## config.mk

```make
export PLATFORM = sky130hd
export DESIGN_NAME = ifetch_unit_flat
export DESIGN_NICKNAME = d
export VERILOG_FILES = /design/src/rtl/ifetch_unit_if.sv /design/src/rtl/ifetch_unit.sv /design/src/flat_wrapper.sv
export SDC_FILE = /design/constraint.sdc
export NUM_CORES = 1
export LEC_CHECK = 0
export ABC_AREA = 1
export BUFFER_PORTS_ARGS = -buffer_cell sky130_fd_sc_hd__buf_2
export CORE_MARGIN = 3
export CORE_UTILIZATION = 35
export CTS_CLUSTER_DIAMETER = 120
export DETAILED_ROUTE_END_ITERATION = 10
export PLACE_DENSITY_LB_ADDON = 0.1
export SLEW_MARGIN = 5
export SYNTH_ARGS = -nofsm -noshare
export SYNTH_HDL_FRONTEND = slang
export SYNTH_SLANG_ARGS = --single-unit
```

## constraint.sdc

```tcl
create_clock -name clk -period 1.75 [get_ports clk]
set_clock_uncertainty 0.1 [all_clocks]
set_input_delay 0 -clock clk [delete_from_list [all_inputs] [get_ports clk]]
set_output_delay 0 -clock clk [all_outputs]
set_load 0.02 [all_outputs]
```

## src/rtl/ifetch_unit_if.sv

```systemverilog
// Instruction-memory request/response bundle between the fetch stage and imem.
interface ifetch_unit_if;
    logic        imem_req;
    logic [31:0] imem_addr;
    logic        imem_ready;
    logic        imem_rvalid;
    logic [31:0] imem_rdata;

    modport master (output imem_req, imem_addr, input imem_ready, imem_rvalid, imem_rdata);
    modport slave  (input imem_req, imem_addr, output imem_ready, imem_rvalid, imem_rdata);
endinterface

```

## src/rtl/ifetch_unit.sv

```systemverilog
// RV32I fetch stage: issues one imem request per PC, registers the returned word
// for decode, and handles stall, redirect flush, misalignment and response timeout.
module ifetch_unit #(
    parameter int          TIMEOUT_CYCLES = 16,
    parameter logic [31:0] NOP_INSTR      = 32'h0000_0013
) (
    input  logic                clk,
    input  logic                rst,
    input  logic [31:0]         pc_in,
    input  logic                stall,
    input  logic                flush,
    ifetch_unit_if.master       imem,
    output logic [31:0]         instr_out,
    output logic [31:0]         instr_pc_out,
    output logic                instr_valid,
    output logic                pc_advance,
    output logic                fetch_busy,
    output logic                fetch_err,
    output logic                misalign_err
);
    localparam int CW = (TIMEOUT_CYCLES > 2) ? $clog2(TIMEOUT_CYCLES) : 1;
    localparam logic [CW-1:0] CNT_LAST = CW'(TIMEOUT_CYCLES - 1);

    typedef enum logic [1:0] {IDLE, REQ, WAIT, VALID} state_t;

    state_t      state, state_n;
    logic [31:0] req_pc, req_pc_n;
    logic [CW-1:0] cnt, cnt_n;
    logic        discard, discard_n;
    logic        req_n, adv_n, iv_n, ferr_n, merr_n;
    logic [31:0] addr_n, instr_n, ipc_n;

    wire fetch_ok = !stall && !flush && !misalign_err;

    always_ff @(posedge clk) begin
        if (rst) begin
            state         <= IDLE;
            req_pc        <= '0;
            cnt           <= '0;
            discard       <= 1'b0;
            imem.imem_req <= 1'b0;
            imem.imem_addr <= '0;
            instr_out     <= NOP_INSTR;
            instr_pc_out  <= '0;
            instr_valid   <= 1'b0;
            pc_advance    <= 1'b0;
            fetch_busy    <= 1'b0;
            fetch_err     <= 1'b0;
            misalign_err  <= 1'b0;
        end else begin
            state         <= state_n;
            req_pc        <= req_pc_n;
            cnt           <= cnt_n;
            discard       <= discard_n;
            imem.imem_req <= req_n;
            imem.imem_addr <= addr_n;
            instr_out     <= instr_n;
            instr_pc_out  <= ipc_n;
            instr_valid   <= iv_n;
            pc_advance    <= adv_n;
            fetch_busy    <= (state_n != IDLE);
            fetch_err     <= ferr_n;
            misalign_err  <= merr_n;
        end
    end

    always_comb begin
        state_n = state;
        case (state)
            IDLE:  if (fetch_ok && pc_in[1:0] == 2'b00) state_n = REQ;
            REQ:   if (flush || imem.imem_ready) state_n = flush ? IDLE : WAIT;
            WAIT: begin
                if (imem.imem_rvalid)  state_n = (discard || flush) ? IDLE : VALID;
                else if (cnt == CNT_LAST) state_n = IDLE;
            end
            VALID: if (flush || !stall) state_n = IDLE;
            default: state_n = IDLE;
        endcase
    end

    always_comb begin
        req_pc_n  = req_pc;
        cnt_n     = cnt;
        discard_n = discard;
        req_n     = imem.imem_req;
        addr_n    = imem.imem_addr;
        instr_n   = instr_out;
        ipc_n     = instr_pc_out;
        iv_n      = instr_valid;
        adv_n     = 1'b0;
        ferr_n    = fetch_err;
        merr_n    = misalign_err && !flush;
        case (state)
            IDLE: begin
                if (fetch_ok) begin
                    if (pc_in[1:0] == 2'b00) begin
                        req_pc_n = pc_in;
                        addr_n   = pc_in;
                        req_n    = 1'b1;
                    end else begin
                        merr_n = 1'b1;
                    end
                end
            end
            REQ: begin
                if (flush) begin
                    req_n = 1'b0;
                end else if (imem.imem_ready) begin
                    req_n = 1'b0;
                    cnt_n = '0;
                end
            end
            WAIT: begin
                if (imem.imem_rvalid) begin
                    discard_n = 1'b0;
                    if (!(discard || flush)) begin
                        instr_n = imem.imem_rdata;
                        ipc_n   = req_pc;
                        iv_n    = 1'b1;
                    end
                end else if (cnt == CNT_LAST) begin
                    ferr_n    = 1'b1;
                    discard_n = 1'b0;
                end else begin
                    cnt_n = cnt + 1'b1;
                    // a redirect mid-wait still has to absorb the late response
                    if (flush) discard_n = 1'b1;
                end
            end
            VALID: begin
                if (flush) begin
                    iv_n    = 1'b0;
                    instr_n = NOP_INSTR;
                end else if (!stall) begin
                    adv_n = 1'b1;
                    iv_n  = 1'b0;
                end
            end
            default: ;
        endcase
    end
endmodule

```

## src/flat_wrapper.sv

```systemverilog
// flat-port wrapper written by rule: the top's interface ports become plain ports
module ifetch_unit_flat 
#(
    parameter int          TIMEOUT_CYCLES = 16,
    parameter logic [31:0] NOP_INSTR      = 32'h0000_0013
)
  (clk, rst, pc_in, stall, flush, instr_out, instr_pc_out, instr_valid, pc_advance, fetch_busy, fetch_err, misalign_err, imem_imem_req, imem_imem_addr, imem_imem_ready, imem_imem_rvalid, imem_imem_rdata);
  ifetch_unit_if imem_i ();
  input  logic clk;
  input  logic rst;
  input  logic [31:0] pc_in;
  input  logic stall;
  input  logic flush;
  output logic [31:0] instr_out;
  output logic [31:0] instr_pc_out;
  output logic instr_valid;
  output logic pc_advance;
  output logic fetch_busy;
  output logic fetch_err;
  output logic misalign_err;
  output wire logic [$bits(imem_i.imem_req)-1:0] imem_imem_req;
  output wire logic [$bits(imem_i.imem_addr)-1:0] imem_imem_addr;
  input wire logic [$bits(imem_i.imem_ready)-1:0] imem_imem_ready;
  input wire logic [$bits(imem_i.imem_rvalid)-1:0] imem_imem_rvalid;
  input wire logic [$bits(imem_i.imem_rdata)-1:0] imem_imem_rdata;
  assign imem_imem_req = imem_i.imem_req;
  assign imem_imem_addr = imem_i.imem_addr;
  assign imem_i.imem_ready = imem_imem_ready;
  assign imem_i.imem_rvalid = imem_imem_rvalid;
  assign imem_i.imem_rdata = imem_imem_rdata;
  ifetch_unit #(.TIMEOUT_CYCLES(TIMEOUT_CYCLES), .NOP_INSTR(NOP_INSTR)) u_core (.clk(clk), .rst(rst), .pc_in(pc_in), .stall(stall), .flush(flush), .imem(imem_i), .instr_out(instr_out), .instr_pc_out(instr_pc_out), .instr_valid(instr_valid), .pc_advance(pc_advance), .fetch_busy(fetch_busy), .fetch_err(fetch_err), .misalign_err(misalign_err));
endmodule
```

== Yosys cells after proc, flatten, opt, wreduce, memory -nomap -nowiden ==
Cells that the tools add are included.
Storage, ports and cells
  flip-flop bits (word level): 109
  input port bits: 70
  output and inout bits: 102
Cells by class
  reduce and logical (&&, ||, !) cells: 26
  multiplexer cells: 34
  bitwise gates (word level): 3
  $add $sub $neg: 1
  equal/unequal tests: 15
Operators by type and width (number)
  32-bit 2-to-1 mux: 3
  32-bit one-hot mux with 2 select lines: 1
  4-bit 2-to-1 mux: 4
  1-bit 2-to-1 mux: 15
  2-bit 2-to-1 mux: 7
  2-bit != test (second input constant): 7
  4-bit AND reduction: 3
  3-bit AND reduction: 3
  2-bit one-hot mux with 4 select lines: 1
  4-bit one-hot mux with 2 select lines: 1
  2-bit nonzero test: 4
  3-bit != test (second input constant): 2
  5-bit AND reduction: 1
  4-bit by 1-bit adder with 4-bit output (second input constant): 1
  2-bit == test (second input constant): 2
  4-bit == test (second input constant): 1
  1-bit logical AND: 4
  2-bit logical NOT: 2
  2-bit by 1-bit != test with 1-bit output (second input constant): 2
  1-bit one-hot mux with 2 select lines: 2
  1-bit logical NOT: 3
  1-bit logical OR: 3
  1-bit NOT: 3
  3-bit nonzero test: 1
  other kinds (3): 3

== Longest topological paths before layout ==
  word-level depth: 7
  gate-level depth with buffers: 8
  gate-level depth less buffers: 8

== Worst setup path before layout ==
OpenSTA, ideal clock, no wires.
  kind: register -> register
  start point: register u_core.state[1]
  end point: register u_core.instr_pc_out[10]
  slack: 0.445 ns
  stages on the path, launching flop included: 7
  required time: 1.534 ns
  setup time: 0.116 ns
  path buffers: 1
  arrival time: 1.090 ns
  cell sequence: dfxtp_1 nand2_1 nor2_4 inv_2 buf_2 nor2_1 nor2_1
Between the ends
  longest elaborated chain between the ends: 2
Ends and longest elaborated chain
  from (decl): line ifetch_unit.sv:26  | state_t state, state_n;
  from (signal assigned): line ifetch_unit.sv:51  | state <= state_n;
  2-bit == test: line ifetch_unit.sv:93  | case (state)
  3-bit AND reduction (no line)
  to (signal assigned): line ifetch_unit.sv:58  | instr_pc_out <= ipc_n;
  to (decl): line ifetch_unit.sv:14  | output logic [31:0] instr_pc_out,
Every way passes these cells.
A chain may end at the register's enable or synchronous reset.

== Final worst setup path ==
  start point: register u_core.state[1]
  end point: register u_core.instr_out[8]
Between the ends
  longest elaborated chain between the ends: 3
Ends and longest elaborated chain
  2-bit == test: line ifetch_unit.sv:93
  2-bit != test (no line) or 2-bit nonzero test (tied branches)
  4-bit AND reduction (no line)
  to (signal assigned): line ifetch_unit.sv:57  | instr_out <= instr_n;
  to (decl): line ifetch_unit.sv:13  | output logic [31:0] instr_out,
Parallel ways exist; a longest one is shown, timed or not.

==> flow_summary.yaml <==
run_status:
  status: "finished clean"
clock_tree:
  clk_latency_ps: 360
  cts_made_buffers: 9
  clkSlewWorstSetupHoldPaths_ps: 100
  cts_tree: "built"
  cts.sinks: 109
  ctsHtreeMaxLevel: 3
  cts-root-buf: "clkbuf_8"
  cts_setup_buffers: 0
  clockBufferDepth: 2
sta:
  slew_headroom_pct: 71.1
  hold_viol_final: 0
  rsz0062_at_grt: "false"
  tightest_slew_ps: 428
  final_max_slew_viol_count: 0
  setup_viol: 0
  timing.final.crit_share_pct: 87.1
  min_period_ps: 1520
  setup_tns_ps: 0
  fmax_ghz: 0.656
logic_synthesis:
  synth-simple-area-share_pct: 24.8
  synthesis.nets: 581
  syn_inst: 510
  yosys.cell_types.count: 23
  synthArstFlopShare_pct: 0
  synth.most_common_cell: "nor2_1"
  synth_fa_ha_area_share_pct: 0.321
  synth_area_per_cell_um2: 7.65
  yosysSeqAreaShare_pct: 55.9
  yosys.area_share.xor_xnor_pct: 0
  ys_warn_count: 0
  synth.mux.area_fraction_pct: 0
  yosys-top-cells-area: "dfxtp_1, nor2_1, o21ai_0"
  synth_compound_area_share_pct: 13.5
  synth_edf_count: 0
  synth_top_family_by_area: "simple AND/OR/NAND/NOR gates"
  synth-main-ff-cell: "dfxtp_1"
  ys_ff_latch: 109
  synth.top_cell.area_share_pct: 55.9
  yosysTopAreaCell: "dfxtp_1"
  synth_area_um2: 3900
  synthTopCellsByCount: "nor2_1, dfxtp_1, nand2_1"
global_route:
  grt_overflow: 0
  grtUsageMet1_pct: 23.6
  met2_usage_pct: 30.2
  antenna_found_initial: 0
  grt_pass1_vias: 3943
  grt_pass1_wl_mm: 19.2
  track_usage_pct: 18.3
  grt_start_max_net_pins: 50
  grt_most_used_layer: "met2"
  grt_use_met3_pct: 4.57
final_layout:
  fillers: 1007
  drive_gt1_share_pct: 27.1
  final_area_um2: 5780
  layout.nets: 813
  antennaDiodeCount: 0
  final_util_pct: 54.5
  area_growth_syn_to_layout_pct: 48.0
power:
  leakage_nw: 2.86
  pwr-share-clk_pct: 34.4
  swShare_pct: 23.5
  p_int_mw: 3.43
  switchingPower_mw: 1.05
  ir_drop_mv: 0.444
  power.density_nw_per_um2: 775
  p_comb_share_pct: 9.1
  seq_power_share_pct: 56.6
place:
  placed_cell_area_um2: 4890
  gp_congestion: 0.897
  io_buffer_count: 171
  hpwl_mm: 7.51
floorplan:
  rows: 37
  start_util_pct: 36.8
  fp.coreArea_um2: 10600
  fp.dieH_um: 112
  die_x_um: 112
  num_io_pins: 172
  dieArea_um2: 12500
worst_setup_path:
  critPathSlowestCell: "dfxtp_1"
  crit_chain: "nand2_1, nor2_4, buf_6, nand2_1, a21oi_1"
  cp.required_ps: 1930
  startpoint_type: "flop"
  cp_max_fo: 30
  crit_arrival_ps: 1710
  critPathKind: "reg2reg"
  worst_path_most_repeated_cell: "nand2_1"
  cpPeakStageDelay_ps: 430
  critPathCaptureType: "flop"
routing:
  avgRoutedWirePerCell_um: 12.9
  via_per_inst: 4.64
  postRouteAntennaNets: 0
  via_count: 4089
  first_pass_iters: 5
  remaining_drc_errors: 0
  drtIter0Drc: 219
  routed_wl_mm: 11.4
flow_run:
  drv_cap: 0
worst_hold_path:
  min-delay-path-class: "in2reg"
cell type report:
| type | instances | area, µm² | area share (%) |
|---|---|---|---|
| sequential | 109 | 2180 | 37.8 |
| multi-input combinational | 354 | 1510 | 26.1 |
| inverter | 18 | 70.1 | 1.21 |
| clock buffer | 10 | 138 | 2.38 |
| tap | 136 | 170 | 2.95 |
| timing repair buffer | 250 | 1650 | 28.5 |
| clock inverter | 5 | 60.1 | 1.04 |
layer usage:
metal	up-vias	share of wire, %
met4	0	1.8
met3	17	6.3
met1	1835	47
met2	143	45
li1	2094	-
met5	-	0
repair_timing:
action | in CTS | in global routing
resized for setup | 0 | 3
hold endpoints to repair | 72 | 0
setup endpoints to repair | 0 | 1
hold buffers | 68 | 0
critical path, delay by kind of cell (launching register included):
family	cells	cell delay, ps
AOI/OAI and AO/OA	1	170
buffers and inverters	1	260
DFF	1	430
and+or+nand+nor	3	490
logic make-up after synthesis:
kind of cell | Yosys count
buffers and inverters | 47
AND/OR/NAND/NOR | 249
flip-flops | 109
AO/OA/AOI/OAI | 104
adder cells (fa/ha/maj) | 1
cells in the final DEF, fill, tap and decap left out, types with 2 or more instances in the layout:
cell / n
inv_1: 14
nor3_1: 2
buf_2: 171
buf_12: 2
nand3_1: 14
nor2_1: 143
o21ai_0: 65
inv_2: 2
clkbuf_8: 10
buf_4: 8
dfxtp_1: 109
nand2_1: 86
a21oi_1: 35
dlygate4sd3_1: 68
state kept, by name, summed over array words and instances (netlist names), 2 cells and up:
register,cells
u_core.instr_pc_out,32
u_core.req_pc,32
u_core.cnt,4
u_core.instr_out,32
u_core.state,2
worst paths after layout:
| path | slack [ps] | endpoint | from | cells past startpoint |
|---|---|---|---|---|
| worst max-delay path | 230 | u_core.instr_out[8] | u_core.state[1] | 5 |
| worst min-delay path | 260 | u_core.imem.imem_req | pc_in[0] | 7 |
| worst max register to register | 230 | u_core.instr_out[8] | u_core.state[1] | 5 |
| worst min register to register | 360 | u_core.instr_out[15] | u_core.instr_out[15] | 2 |
per-stage QoR:
step	instances	setup slack (ps)	hold WS (ps)	total power, mW
6_report	882	226	261	4.47
5_1_grt	882	64.3	307	4.68
4_1_cts	882	156	236	4.54
3_5_place_dp	799	171	126	2.88
3_3_place_gp	799	232	127	2.87
2_1_floorplan	510	445	-20.7	2.73
power groups by stage:
stage / clock, mW / sequential, mW / combinational (mW)
after floorplan: 0 / 2.62 / 0.108
after global placement: 0 / 2.59 / 0.284
after detailed placement: 0 / 2.59 / 0.286
after CTS: 1.60 / 2.53 / 0.404
after global routing: 1.70 / 2.54 / 0.450
final: 1.54 / 2.53 / 0.405
(Power assumes the default switching activity.)
